**src/rtl/alu_pkg.sv**
```systemverilog
// Shared definitions for the bit-serial ALU: operation codes, FSM states
// and small decode helpers used by the sequencer.
package alu_pkg;

   typedef enum logic [1:0] {
      ST_IDLE = 2'b00,
      ST_RUN  = 2'b01,
      ST_DONE = 2'b10
   } state_t;

   localparam logic [3:0] OP_AND = 4'b0000;
   localparam logic [3:0] OP_OR  = 4'b0001;
   localparam logic [3:0] OP_ADD = 4'b0010;
   localparam logic [3:0] OP_SUB = 4'b0110;
   localparam logic [3:0] OP_NOR = 4'b1100;
   localparam logic [3:0] OP_SLT = 4'b0111;

   function automatic logic op_valid(input logic [3:0] ctrl);
      return (ctrl == OP_AND) || (ctrl == OP_OR)  || (ctrl == OP_ADD) ||
             (ctrl == OP_SUB) || (ctrl == OP_NOR) || (ctrl == OP_SLT);
   endfunction

   // Codes whose signed overflow flag is meaningful.
   function automatic logic op_arith(input logic [3:0] ctrl);
      return (ctrl == OP_ADD) || (ctrl == OP_SUB) || (ctrl == OP_SLT);
   endfunction

endpackage

```
**src/rtl/alu_serial_alu_1bit.sv**
```systemverilog
// One ALU bit slice: optional operand inversion, then AND / OR / full-add /
// pass-through of the less input, selected by operation.
module ALU_1bit (
   input  logic       src1_i,
   input  logic       src2_i,
   input  logic       less_i,
   input  logic       Ainvert_i,
   input  logic       Binvert_i,
   input  logic       cin_i,
   input  logic [1:0] operation_i,
   output logic       result_o,
   output logic       cout_o
);

   logic w_a;
   logic w_b;

   assign w_a    = src1_i ^ Ainvert_i;
   assign w_b    = src2_i ^ Binvert_i;
   assign cout_o = (w_a & w_b) | (w_a & cin_i) | (w_b & cin_i);

   always_comb begin
      result_o = 1'b0;
      case (operation_i)
         2'b00:   result_o = w_a & w_b;
         2'b01:   result_o = w_a | w_b;
         2'b10:   result_o = w_a ^ w_b ^ cin_i;
         default: result_o = less_i;
      endcase
   end

endmodule

```
**src/rtl/alu_serial.sv**
```systemverilog
// Bit-serial ALU: one ALU_1bit slice is reused WIDTH times, LSB first, with
// the carry held in a register between cycles. Flags are committed at the end.
module alu_serial
   import alu_pkg::*;
#(
   parameter int WIDTH = 32
) (
   input  logic             clk_i,
   input  logic             rst_i,
   input  logic             start_i,
   input  logic [WIDTH-1:0] src1_i,
   input  logic [WIDTH-1:0] src2_i,
   input  logic [3:0]       ALU_control_i,
   output logic             busy_o,
   output logic             done_o,
   output logic [WIDTH-1:0] result_o,
   output logic             zero_o,
   output logic             cout_o,
   output logic             overflow_o
);

   localparam int             CW       = (WIDTH > 1) ? $clog2(WIDTH) : 1;
   localparam logic [CW-1:0]  LAST_BIT = CW'(WIDTH - 1);

   state_t           r_state;
   logic [CW-1:0]    r_cnt;
   logic             r_carry;
   logic [WIDTH-1:0] r_a;
   logic [WIDTH-1:0] r_b;
   logic [3:0]       r_ctrl;
   logic [WIDTH-1:0] r_acc;

   logic             w_cin;
   logic [1:0]       w_op;
   logic             w_res;
   logic             w_cout;
   logic             w_ovf;
   logic [WIDTH-1:0] w_shifted;
   logic [WIDTH-1:0] w_final;

   assign w_cin     = (r_cnt == '0) ? r_ctrl[2] : r_carry;
   assign w_op      = (r_ctrl == OP_SLT) ? 2'b10 : r_ctrl[1:0];
   assign w_shifted = {w_res, r_acc[WIDTH-1:1]};
   // Only meaningful on the MSB cycle, where w_cin is the carry into the MSB.
   assign w_ovf     = op_arith(r_ctrl) ? (w_cin ^ w_cout) : 1'b0;

   ALU_1bit u_slice (
      .src1_i      (r_a[0]),
      .src2_i      (r_b[0]),
      .less_i      (1'b0),
      .Ainvert_i   (r_ctrl[3]),
      .Binvert_i   (r_ctrl[2]),
      .cin_i       (w_cin),
      .operation_i (w_op),
      .result_o    (w_res),
      .cout_o      (w_cout)
   );

   always_comb begin
      w_final = '0;
      if (r_ctrl == OP_SLT)
         w_final = {{(WIDTH-1){1'b0}}, w_res ^ w_ovf};
      else if (op_valid(r_ctrl))
         w_final = w_shifted;
   end

   always_ff @(posedge clk_i or negedge rst_i) begin
      if (!rst_i) begin
         r_state    <= ST_IDLE;
         r_cnt      <= '0;
         r_carry    <= 1'b0;
         r_a        <= '0;
         r_b        <= '0;
         r_ctrl     <= '0;
         r_acc      <= '0;
         busy_o     <= 1'b0;
         done_o     <= 1'b0;
         result_o   <= '0;
         zero_o     <= 1'b0;
         cout_o     <= 1'b0;
         overflow_o <= 1'b0;
      end else begin
         done_o <= 1'b0;
         case (r_state)
            ST_IDLE: begin
               if (start_i) begin
                  r_a     <= src1_i;
                  r_b     <= src2_i;
                  r_ctrl  <= ALU_control_i;
                  r_cnt   <= '0;
                  r_carry <= 1'b0;
                  busy_o  <= 1'b1;
                  r_state <= ST_RUN;
               end
            end
            ST_RUN: begin
               r_a     <= r_a >> 1;
               r_b     <= r_b >> 1;
               r_acc   <= w_shifted;
               r_carry <= w_cout;
               r_cnt   <= r_cnt + CW'(1);
               if (r_cnt == LAST_BIT) begin
                  result_o   <= w_final;
                  zero_o     <= (w_final == '0);
                  cout_o     <= op_valid(r_ctrl) ? w_cout : 1'b0;
                  overflow_o <= w_ovf;
                  r_state    <= ST_DONE;
               end
            end
            ST_DONE: begin
               busy_o  <= 1'b0;
               done_o  <= 1'b1;
               r_state <= ST_IDLE;
            end
            default: begin
               busy_o  <= 1'b0;
               r_state <= ST_IDLE;
            end
         endcase
      end
   end

endmodule

```
**config.mk**
```make
export PLATFORM = sky130hd
export DESIGN_NAME = alu_serial
export DESIGN_NICKNAME = d
export VERILOG_FILES = /design/src/rtl/alu_pkg.sv /design/src/rtl/alu_serial_alu_1bit.sv /design/src/rtl/alu_serial.sv
export SDC_FILE = /design/constraint.sdc
export NUM_CORES = 1
export LEC_CHECK = 0
export ABC_CLOCK_PERIOD_IN_PS = 3600
export CORE_ASPECT_RATIO = 0.7
export CORE_MARGIN = 2
export CORE_UTILIZATION = 53
export CTS_CLUSTER_DIAMETER = 200
export DETAILED_ROUTE_END_ITERATION = 8
export GPL_TIMING_DRIVEN = 0
export PLACE_DENSITY = 0.8
export REMOVE_ABC_BUFFERS = 1
export SLEW_MARGIN = 15
export SYNTH_ARGS = -nofsm -noshare
export SYNTH_HDL_FRONTEND = slang
export SYNTH_HIERARCHICAL = 1
export SYNTH_SLANG_ARGS = --single-unit
```
**constraint.sdc**
```tcl
create_clock -name clk_i -period 3.6 [get_ports clk_i]
set_input_delay 0.72 -clock clk_i [delete_from_list [all_inputs] [get_ports clk_i]]
set_output_delay 0.72 -clock clk_i [all_outputs]
set_load 0.05 [all_outputs]
```
==> metrics.md <==
| Metric | Value |
|---|---|
| Maximum vdd ir drop | `~0.00050 V` |
| Worst-Skew Late Latency | `between 400 and 500 ps` |
| Area leader, netlist | `dfrtp_1` |
| CTS tree | `yes` |
| Setup Buffers After CTS | `0` |
| Seq/Total Area, Yosys | `56.3%` |
| Grt ovf | `0` |
| Mapped Cells | `between 600 and 700` |
| Fraction of layout cells with a size suffix above 1 | `~7%` |
| Drt first-iter violations | `approximately 500` |
| Min-Delay Path Class | `in -> async` |
| Max-slew violation count | `0` |
| CP max FO | `5` |
| Setup-failing EPs final | `0` |
| Post-synth EDFFs | `0` |
| Commonest cells in the netlist | `nand2_1, dfrtp_1, o21ai_0` |
| WS Path Type | `reg -> reg` |
| CP Data Arrival Time | `about 3800 ps` |
| Status | `finished clean` |
| Detailed placer's ending HPWL | `about 9.8 mm` |
| RSZ-0062 raised after global routing | `false` |
| Crit share post-route | `94.7%` |
| Final nets | `~850` |
| DR pass1 iterations | `5` |
| Setup TNS | `0 ps` |
| Clock transition at path regs | `roughly 60 ps` |
| Max-cap violation count | `0` |
| Reg-to-reg endpoint | `result_o[0]` |
| Vias in the first global route | `between 5000 and 6000` |
| IO Count | `108` |
| Hold bufs inserted after CTS | `0` |
| Initial core utilization | `between 50% and 60%` |
| Initial antenna violation count | `0` |
| Detailed Route WL | `approximately 15 mm` |
| Core ar. | `~12000 µm²` |
| Global Route Usage Sum | `between 20% and 30%` |
| Post-Syn Area per Cell | `a little over 9 µm²` |
| Vias | `between 5000 and 6000` |
| Reg2reg start | `r_cnt[0]` |
| Leading post-synthesis cells by cell area | `dfrtp_1, nand2_1, a22oi_1` |
| CTS Buffer Depth | `2` |
| Mapped Area | `approximately 6400 µm²` |
| First-pass GRT wire length | `between 20 and 30 mm` |
| Slack of the worst reg-to-reg path | `roughly 190 ps` |
| Req. time, crit path | `3940 ps` |
| Final hold vios | `0` |
| N_diodes | `0` |
| Distinct cell type count after synthesis | `40` |
| Core Util, Final | `70.9%` |
| Max Fclk | `about 290 MHz` |
| Worst r2r path cells | `9` |
| Multi-input gate area | `2600 µm²` |
| Reg area | `approximately 3600 µm²` |
| Post-route DRC | `0` |
| Count leader, synth | `nand2_1` |
| Routed len/inst | `roughly 16 µm` |
| Worst Max-Slew Pin Slew | `1160 ps` |
| LEAKAGE | `0.00377 µW` |
| GPL Wtd Cong | `around 0.85` |
| Setup Skew | `between 10 and 15 ps` |
| Largest net degree at the start of global routing | `95` |
| Chip Width | `about 140 µm` |
| Area Growth Syn to Fin | `29.8%` |
| Yosys reg bits | `around 140` |
| Top_reg_cell synth | `dfrtp_1` |
| Setup ws final | `between 150 and 200 ps` |
| Post-route ant nets | `0` |
| Root Buffer | `clkbuf_16` |
| Kind of start point of the critical path | `flop` |
| DIE HEIGHT | `about 96 µm` |
| Pre-CTS setup slack | `11.2 ps` |
| FFs w/ async S/R, synth | `between 90% and 100%` |
| Top-area cell type share of the netlist area | `between 50% and 60%` |
| Ys Warns | `6` |
| PortBufs | `~110` |
| Minimum clock period | `around 3400 ps` |
| Worst setup EP type | `flop` |
| # clock sinks | `144` |
| CTS Buf Count | `17` |
| CTS H-tree depth | `4` |
| Slew HR | `between 20% and 30%` |
| Filler cell count | `between 800 and 900` |
| Die area | `about 13000 µm²` |
| Row cnt | `33` |
| PwrDens | `about 770 nW/µm²` |
| Routed vias/inst | `about 5.7` |
-- through the flow --
step                      power, µW  cells  hold slack [ps]  cell area, µm²
final                          6430    940              214            8310
after global routing           6830    940              228            8310
after detailed placement       4460    909              456            7630
after global placement         4290    903              451            7460
after floorplan                3790    639              424            6190
after CTS                      6430    940              218            8290
-- sequential cells by signal (all words and copies together) (netlist names), 2 cells and up --
name and count:
r_a 32, r_b 32, result_o 32, r_acc 31
r_cnt 5, r_ctrl 4, r_state 2
-- placed cells by master (no fill, tap or decap), types with 2 or more instances in the layout --
cell type        instances
clkinv_2                 3
dfrtp_2                  2
nor3b_1                  2
nand4_1                  4
clkbuf_8                 3
nor3_1                   2
nor2b_1                 26
xnor2_1                  2
nand2b_1                 3
inv_1                    8
nor4_1                   7
dfrtp_1                142
nor2_1                   4
a22o_1                   5
a32o_1                   2
nand3_1                 35
bufinv_16                5
a21oi_1                 26
nand2_1                208
clkbuf_16               17
a22oi_1                 61
clkdlybuf4s50_1        106
nor2b_4                  2
o21ai_0                 70
buf_16                   4
ha_1                     5
-- critical path, cell delays in order, from the launching register on --
cell     delay, ps
dfrtp_1        410
inv_1           80
ha_1           170
or4b_4         500
mux2_4         330
fa_1           480
mux4_2         530
xnor2_1        160
nor4_1         420
o32a_1         260
-- repair_timing --
| item | in CTS | in global routing |
|---|---|---|
| endpoints found under the setup margin | 1 | 2 |
| endpoints found under the hold margin | 0 | 0 |
| gates resized for setup | 1 | 3 |
-- layer usage --
layer  global-route usage [%]  wire (µm)  up-vias
met5                        0          0        -
met4                     8.85        280        0
met3                     5.37        642       27
met2                     41.8       7420      148
met1                     34.7       6990     2698
li1                         -          -     2524
-- worst max-delay path by stage --
stage | startpoint | slack [ps] | end
floorplan | r_state[0] | -1650 | result_o[0]
global placement | r_state[0] | -4040 | zero_o
detailed placement | r_state[0] | 10 | result_o[0]
CTS | r_cnt[0] | 140 | zero_o
global route | r_cnt[0] | 30 | result_o[0]
finish | r_cnt[0] | 190 | result_o[0]
-- cells by family after synthesis --
logic type                 share of synthesized area, %
buffers and inverters                              3.83
other                                            0.0586
AOI/OAI and AO/OA                                  16.7
adders and majority gates                          1.29
muxes                                             0.762
and+or+nand+nor                                    20.7
DFF                                                56.3
xor gates and xnor gates                          0.411
-- report_power, final --
group          switching, µW  leakage (µW)  total [µW]  internal [µW]
Combinational           1050       0.00158        1840            789
Sequential               486       0.00187        2640           2160
Clock                    668      0.000319        1950           1280
-- area by class of cell --
type / count / area share [%]
repair buffers: 113 / 14.7
clock buffers: 21 / 5.66
well taps: 157 / 2.36
multi-input cells: 486 / 31.3
clock inverters: 10 / 2.18
inverters: 9 / 0.437
flip-flops and latches: 144 / 43.4
Power figures use the tool's default switching activity.
